### src/rtl/rom_fetch_unit_if.sv
// Fetch unit bus bundle: ROM port A, redirect request and the decode-side handshake.
// master is the fetch unit itself; slave is whatever drives ROM data, redirects and decode ready.
interface rom_fetch_unit_if;
  logic        redirect_valid;
  logic [31:0] redirect_pc;
  logic        rom_en;
  logic [8:0]  rom_addr;
  logic [31:0] rom_data;
  logic        inst_valid;
  logic        inst_ready;
  logic [31:0] inst_data;
  logic [31:0] inst_pc;
  logic        inst_fault;

  modport master (
    input  redirect_valid, redirect_pc, rom_data, inst_ready,
    output rom_en, rom_addr, inst_valid, inst_data, inst_pc, inst_fault
  );

  modport slave (
    output redirect_valid, redirect_pc, rom_data, inst_ready,
    input  rom_en, rom_addr, inst_valid, inst_data, inst_pc, inst_fault
  );
endinterface

### src/rtl/rom_fetch_unit.sv
// Instruction fetch front-end for the boot ROM: owns the fetch PC, issues ROM reads and
// buffers returned words (or fault markers for bad PCs) in a small prefetch FIFO for decode.
module rom_fetch_unit #(
  parameter int          DEPTH    = 2,
  parameter logic [31:0] RESET_PC = 32'h0000_0000
) (
  input  logic             clk,
  input  logic             rst_n,
  rom_fetch_unit_if.master bus
);

  localparam int AW = $clog2(DEPTH);
  localparam int CW = AW + 1;
  localparam logic [CW-1:0] FULL_COUNT = DEPTH[CW-1:0];

  typedef enum logic {
    ST_RUN,
    ST_HALT
  } state_t;

  state_t state;
  state_t state_nxt;

  logic [31:0]   fetch_pc;
  logic [31:0]   mem_data  [DEPTH];
  logic [31:0]   mem_pc    [DEPTH];
  logic          mem_fault [DEPTH];
  logic [AW-1:0] wr_ptr;
  logic [AW-1:0] rd_ptr;
  logic [CW-1:0] count;

  logic bad_pc;
  logic issue;
  logic push;
  logic pop;
  logic head_valid;

  // A PC is bad when it leaves the 2 KiB window or is not word aligned.
  assign bad_pc     = (fetch_pc[31:11] != 21'd0) || (fetch_pc[1:0] != 2'd0);
  assign head_valid = (count != '0);
  assign push       = issue;
  assign pop        = head_valid && bus.inst_ready;

  always_ff @(posedge clk or negedge rst_n) begin
    if (!rst_n) begin
      state <= ST_RUN;
    end else begin
      state <= state_nxt;
    end
  end

  // A bad PC produces exactly one fault entry and then parks the unit until a redirect.
  always_comb begin
    state_nxt = state;
    if (bus.redirect_valid) begin
      state_nxt = ST_RUN;
    end else if (issue && bad_pc) begin
      state_nxt = ST_HALT;
    end
  end

  // Issue looks at the registered count only, so decode ready never reaches the ROM enable.
  always_comb begin
    issue      = 1'b0;
    bus.rom_en = 1'b0;
    if (rst_n && (state == ST_RUN) && !bus.redirect_valid && (count < FULL_COUNT)) begin
      issue      = 1'b1;
      bus.rom_en = !bad_pc;
    end
  end

  assign bus.rom_addr = fetch_pc[10:2];

  always_ff @(posedge clk or negedge rst_n) begin
    if (!rst_n) begin
      fetch_pc <= RESET_PC;
    end else if (bus.redirect_valid) begin
      fetch_pc <= bus.redirect_pc;
    end else if (issue && !bad_pc) begin
      fetch_pc <= fetch_pc + 32'd4;
    end
  end

  // Redirect flushes everything, including an entry decode accepts in the same cycle.
  always_ff @(posedge clk or negedge rst_n) begin
    if (!rst_n) begin
      wr_ptr <= '0;
      rd_ptr <= '0;
      count  <= '0;
    end else if (bus.redirect_valid) begin
      wr_ptr <= '0;
      rd_ptr <= '0;
      count  <= '0;
    end else begin
      if (push) begin
        wr_ptr <= wr_ptr + AW'(1);
      end
      if (pop) begin
        rd_ptr <= rd_ptr + AW'(1);
      end
      case ({push, pop})
        2'b10:   count <= count + CW'(1);
        2'b01:   count <= count - CW'(1);
        default: count <= count;
      endcase
    end
  end

  always_ff @(posedge clk) begin
    if (push) begin
      mem_data[wr_ptr]  <= bad_pc ? 32'd0 : bus.rom_data;
      mem_pc[wr_ptr]    <= fetch_pc;
      mem_fault[wr_ptr] <= bad_pc;
    end
  end

  // Stale storage stays hidden: an empty FIFO presents all-zero outputs.
  assign bus.inst_valid = head_valid;
  assign bus.inst_data  = head_valid ? mem_data[rd_ptr]  : 32'd0;
  assign bus.inst_pc    = head_valid ? mem_pc[rd_ptr]    : 32'd0;
  assign bus.inst_fault = head_valid ? mem_fault[rd_ptr] : 1'b0;

endmodule

### src/flat_wrapper.sv
// flat-port wrapper written by rule: the top's interface ports become plain ports
module rom_fetch_unit_flat 
#(
  parameter int          DEPTH    = 2,
  parameter logic [31:0] RESET_PC = 32'h0000_0000
)
  (clk, rst_n, bus_redirect_valid, bus_redirect_pc, bus_rom_data, bus_inst_ready, bus_rom_en, bus_rom_addr, bus_inst_valid, bus_inst_data, bus_inst_pc, bus_inst_fault);
  rom_fetch_unit_if bus_i ();
  input  logic clk;
  input  logic rst_n;
  input wire logic [$bits(bus_i.redirect_valid)-1:0] bus_redirect_valid;
  input wire logic [$bits(bus_i.redirect_pc)-1:0] bus_redirect_pc;
  input wire logic [$bits(bus_i.rom_data)-1:0] bus_rom_data;
  input wire logic [$bits(bus_i.inst_ready)-1:0] bus_inst_ready;
  output wire logic [$bits(bus_i.rom_en)-1:0] bus_rom_en;
  output wire logic [$bits(bus_i.rom_addr)-1:0] bus_rom_addr;
  output wire logic [$bits(bus_i.inst_valid)-1:0] bus_inst_valid;
  output wire logic [$bits(bus_i.inst_data)-1:0] bus_inst_data;
  output wire logic [$bits(bus_i.inst_pc)-1:0] bus_inst_pc;
  output wire logic [$bits(bus_i.inst_fault)-1:0] bus_inst_fault;
  assign bus_i.redirect_valid = bus_redirect_valid;
  assign bus_i.redirect_pc = bus_redirect_pc;
  assign bus_i.rom_data = bus_rom_data;
  assign bus_i.inst_ready = bus_inst_ready;
  assign bus_rom_en = bus_i.rom_en;
  assign bus_rom_addr = bus_i.rom_addr;
  assign bus_inst_valid = bus_i.inst_valid;
  assign bus_inst_data = bus_i.inst_data;
  assign bus_inst_pc = bus_i.inst_pc;
  assign bus_inst_fault = bus_i.inst_fault;
  rom_fetch_unit #(.DEPTH(DEPTH), .RESET_PC(RESET_PC)) u_core (.clk(clk), .rst_n(rst_n), .bus(bus_i));
endmodule
### config.mk
export PLATFORM = sky130hd
export DESIGN_NAME = rom_fetch_unit_flat
export DESIGN_NICKNAME = d
export VERILOG_FILES = /design/src/rtl/rom_fetch_unit_if.sv /design/src/rtl/rom_fetch_unit.sv /design/src/flat_wrapper.sv
export SDC_FILE = /design/constraint.sdc
export NUM_CORES = 1
export LEC_CHECK = 0
export CORE_UTILIZATION = 47
export CTS_BUF_LIST = sky130_fd_sc_hd__clkbuf_4 sky130_fd_sc_hd__clkbuf_8
export CTS_CLUSTER_SIZE = 30
export DETAILED_ROUTE_END_ITERATION = 8
export PLACE_DENSITY = 0.74
export SLEW_MARGIN = 30
export SYNTH_ARGS = -nofsm -noshare
export SYNTH_HDL_FRONTEND = slang
export SYNTH_SLANG_ARGS = --single-unit
### constraint.sdc
create_clock -name clk -period 5.1 [get_ports clk]
set_input_delay 1.02 -clock clk [delete_from_list [all_inputs] [get_ports clk]]
set_output_delay 1.02 -clock clk [all_outputs]
set_load 0.05 [all_outputs]
==> qor.csv <==
stage,metric,value,unit
job,MaxCap Viol Count,0,
placement,Setup WS pre-CTS,1.523,ns
layout,nets@finish,673,
cts,CTS buffer count,17,
global_route,vias in the first global route,4101,
floorplan,Initial Util,48.90,%
setup_path,"Max FO, Critical Path",35,
cts,Clock Pin Slew Worst Setup and Hold Paths,0.08,ns
detailed_routing,Final ANT Viol Nets,0,
global_route,Total Routing Usage GR,18.72,%
yosys,cell count after synthesis,469,
yosys,yosys synthesis warning count,0,
setup_path,critical-path cell list,nor2_4 > buf_4 > nor2_1 > clkdlybuf4s50_1,
timing,Setup TNS Final,0,ns
timing,final setup margin,1.185,ns
cts,CTS tree,done,
detailed_routing,drt wl/cell,16.99,um
cts,CTS H-Tree Depth,4,
layout,layout cells sized above 1,13.45,%
power,Logic pwr share,16.8,%
cts,clk sinks,167,
detailed_routing,vias per cell,5.187,
cts,Clock Latency Late Sink,0.43,ns
layout,Area Growth Syn to Fin,29.42,%
floorplan,die extent in x,123.1,um
yosys,"Avg Cell Area, Syn",14.70,um2
power,pwr/cell area,348.0,nW/um2
cts,Post-CTS Setup Repair Bufs,0,
cts,maximum root-to-sink buffer count,2,
detailed_routing,via count,4134,
placement,# placed instances,764,
floorplan,Vert. Die Dim,123.1,um
timing,fmax,0.2554,GHz
layout,antenna cell count,0,
timing,RSZ-0062 raised after global routing,no,
detailed_routing,DR iter-0 viols,302,
yosys,Post-synth ARST share,22.16,%
yosys,Mapped Nets,538,
setup_path,CP Launch Type,flop,
global_route,GR Overflow Total,0,
yosys,Main synth FF type,edfxtp_1,
placement,RePlAce Congestion,0.7640,
timing,final worst-path cycle share,76.77,%
global_route,largest net degree at the start of global routing,66,
power,power consumption,3.104,mW
yosys,Mapped Area,6893,um2
yosys,count of state elements after synthesis,167,
setup_path,critical path class,reg2out,
power,switch share,26.22,%
power,clock power share,31.7,%
detailed_routing,Routed WL,13550,um
global_route,first-pass GRT wire length,20650,um
setup_path,CP Capture Type,primary output,
floorplan,num rows,43,
layout,Non-Filler Instances,797,
yosys,Post-synth EDFFs,130,
cts,CTS hold repair buffers,0,
status,status,"complete, no violations",
floorplan,I/O pin cnt,144,
timing,normalized max-slew margin,38.79,%
power,Sequential Power Share,51.5,%
hold_path,HP Class,reg2reg,
yosys,Unique masters post-synth,43,
power,internal power,2.290,mW
setup_path,Critical Path RT,4.08,ns
detailed_routing,router iterations before antenna repair,4,
power,net switching power figure,0.8138,mW
timing,"Hold Violations, Final",0,
timing,fin. max-slew vios,0,
floorplan,Core Area,14100,um2
placement,Final HPWL DP,8810,um
timing,hold slack,0.5006,ns
global_route,initial antenna violation count,0,
setup_path,Worst EP arrival,2.90,ns
detailed_routing,DRC viols,0,
floorplan,die footprint,15150,um2
yosys,"Seq/Total Area, Yosys",70.07,%
power,Lkg Pwr,3.024,nW
cts,Post-CTS Resized,0,
cts,Root Driver,clkbuf_8,
timing,Max Clock Skew,0.01051,ns
setup_path,critical path's slowest cell,clkdlybuf4s50_1,
timing,final setup fails,0,
timing,Worst Tran Pin Value,0.9182,ns
placement,IO Port Bufs,143,
power,Peak VDD IR,0.2614,mV
setup_path,Worst path max stage delay,0.72,ns
timing,Tmin final,3.915,ns
## power by group through the flow
stage / Sequential, mW / Clock, mW / Combinational [mW]
global route: 1.61 / 1.06 / 0.553
detailed placement: 1.63 / 0 / 0.525
global placement: 1.63 / 0 / 0.510
finish: 1.60 / 0.983 / 0.523
CTS: 1.60 / 1.00 / 0.527
floorplan: 1.60 / 0 / 0.350
## metal layers
metal | track usage (%) | part of all wire, %
met5 | 0 | 0
met1 | 24.22 | 43
met2 | 30.90 | 50
met3 | 4.059 | 5.4
met4 | 7.380 | 1.6
## worst max-delay path, delay by kind of cell, from the launching register on
kind	cells	cell delay [ns]
buf+inv	2	1.19
simple gates	2	0.80
flops	1	0.47
## sequential cells by signal (all words and copies together) (netlist names)
register,count
u_core.count,2
u_core.fetch_pc,32
u_core.mem_data,64
u_core.mem_fault,2
u_core.mem_pc,64
u_core.rd_ptr,1
u_core.state,1
u_core.wr_ptr,1
## cell type report
type                       count  area (um2)
fill                        1096        5175
sequential                   167        4833
multi-input combinational    262        1901
timing repair buffer         149        1509
clock buffer                  24       305.3
tap                          180       225.2
clock inverter                 8       121.4
inverter                       7       26.28
## cells in the final DEF, fill, tap and decap left out, types with 4 or more instances in the layout
cell type / Yosys / final
clkbuf_8: 0 / 20
clkdlybuf4s50_1: 0 / 140
nor2_4: 1 / 4
dfrtp_1: 37 / 36
mux2_2: 25 / 25
and2_1: 32 / 32
nor4_1: 5 / 5
mux2i_1: 65 / 65
inv_1: 6 / 6
buf_4: 9 / 4
xnor2_1: 4 / 4
o21ai_0: 6 / 6
nand2_1: 12 / 12
nor2_1: 73 / 70
clkbuf_4: 0 / 4
edfxtp_1: 130 / 130
## cells by family after synthesis
kind of cell / synth area share (%)
adders and majority gates: 0.1815
DFF: 70.07
muxes: 13.52
and+or+nand+nor: 11.11
AOI/OAI and AO/OA: 1.797
buffers and inverters: 2.686
xor gates and xnor gates: 0.6353
## cells in the mapped netlist, types with 2 or more instances
library cell  count  area share (%)
nor3_1            3            0.22
nand2_1          12            0.65
a311oi_1          2            0.25
nor2b_1           3            0.27
mux2_2           25             4.1
nor4_2            2            0.36
inv_1             6            0.33
nor3b_1           2            0.22
xnor2_1           4            0.51
or2_2             2            0.18
clkbuf_1         15            0.82
buf_4             9            0.98
mux2i_1          65             9.4
a21oi_1           2            0.15
edfxtp_1        130              57
o21ai_0           6            0.44
nand2b_1          2            0.18
dfrtp_1          37              13
nor4_1            5            0.45
nor2_1           73             4.0
buf_1             8            0.44
and2_1           32             2.9
and2_2            2            0.22
o211ai_1          3            0.33
## stage by stage
stage,area [um2],util [%]
6_report,8921,63.29
4_1_cts,8894,63.09
2_1_floorplan,6893,-
3_5_place_dp,8467,60.07
5_1_grt,8921,63.29
3_3_place_gp,8447,59.92
## worst paths after layout
kind                                            startpoint  cells after the start                               to  slack, ns
max                            u_core.count[1]$_DFFE_PN0P_                      4                   bus_inst_pc[1]       1.18
min                        u_core.fetch_pc[19]$_DFFE_PN0P_                      0   u_core.mem_pc[0][19]$_DFFE_PP_       0.50
min in group asynchronous                            rst_n                      2  u_core.fetch_pc[14]$_DFFE_PN0P_       0.70
max in group asynchronous                            rst_n                      2        u_core.rd_ptr$_DFFE_PN0P_       4.01
max reg2reg                u_core.fetch_pc[22]$_DFFE_PN0P_                      6   u_core.fetch_pc[8]$_DFFE_PN0P_       2.46
min reg2reg                u_core.fetch_pc[19]$_DFFE_PN0P_                      0   u_core.mem_pc[0][19]$_DFFE_PP_       0.50
Power figures use the tool's default switching activity.
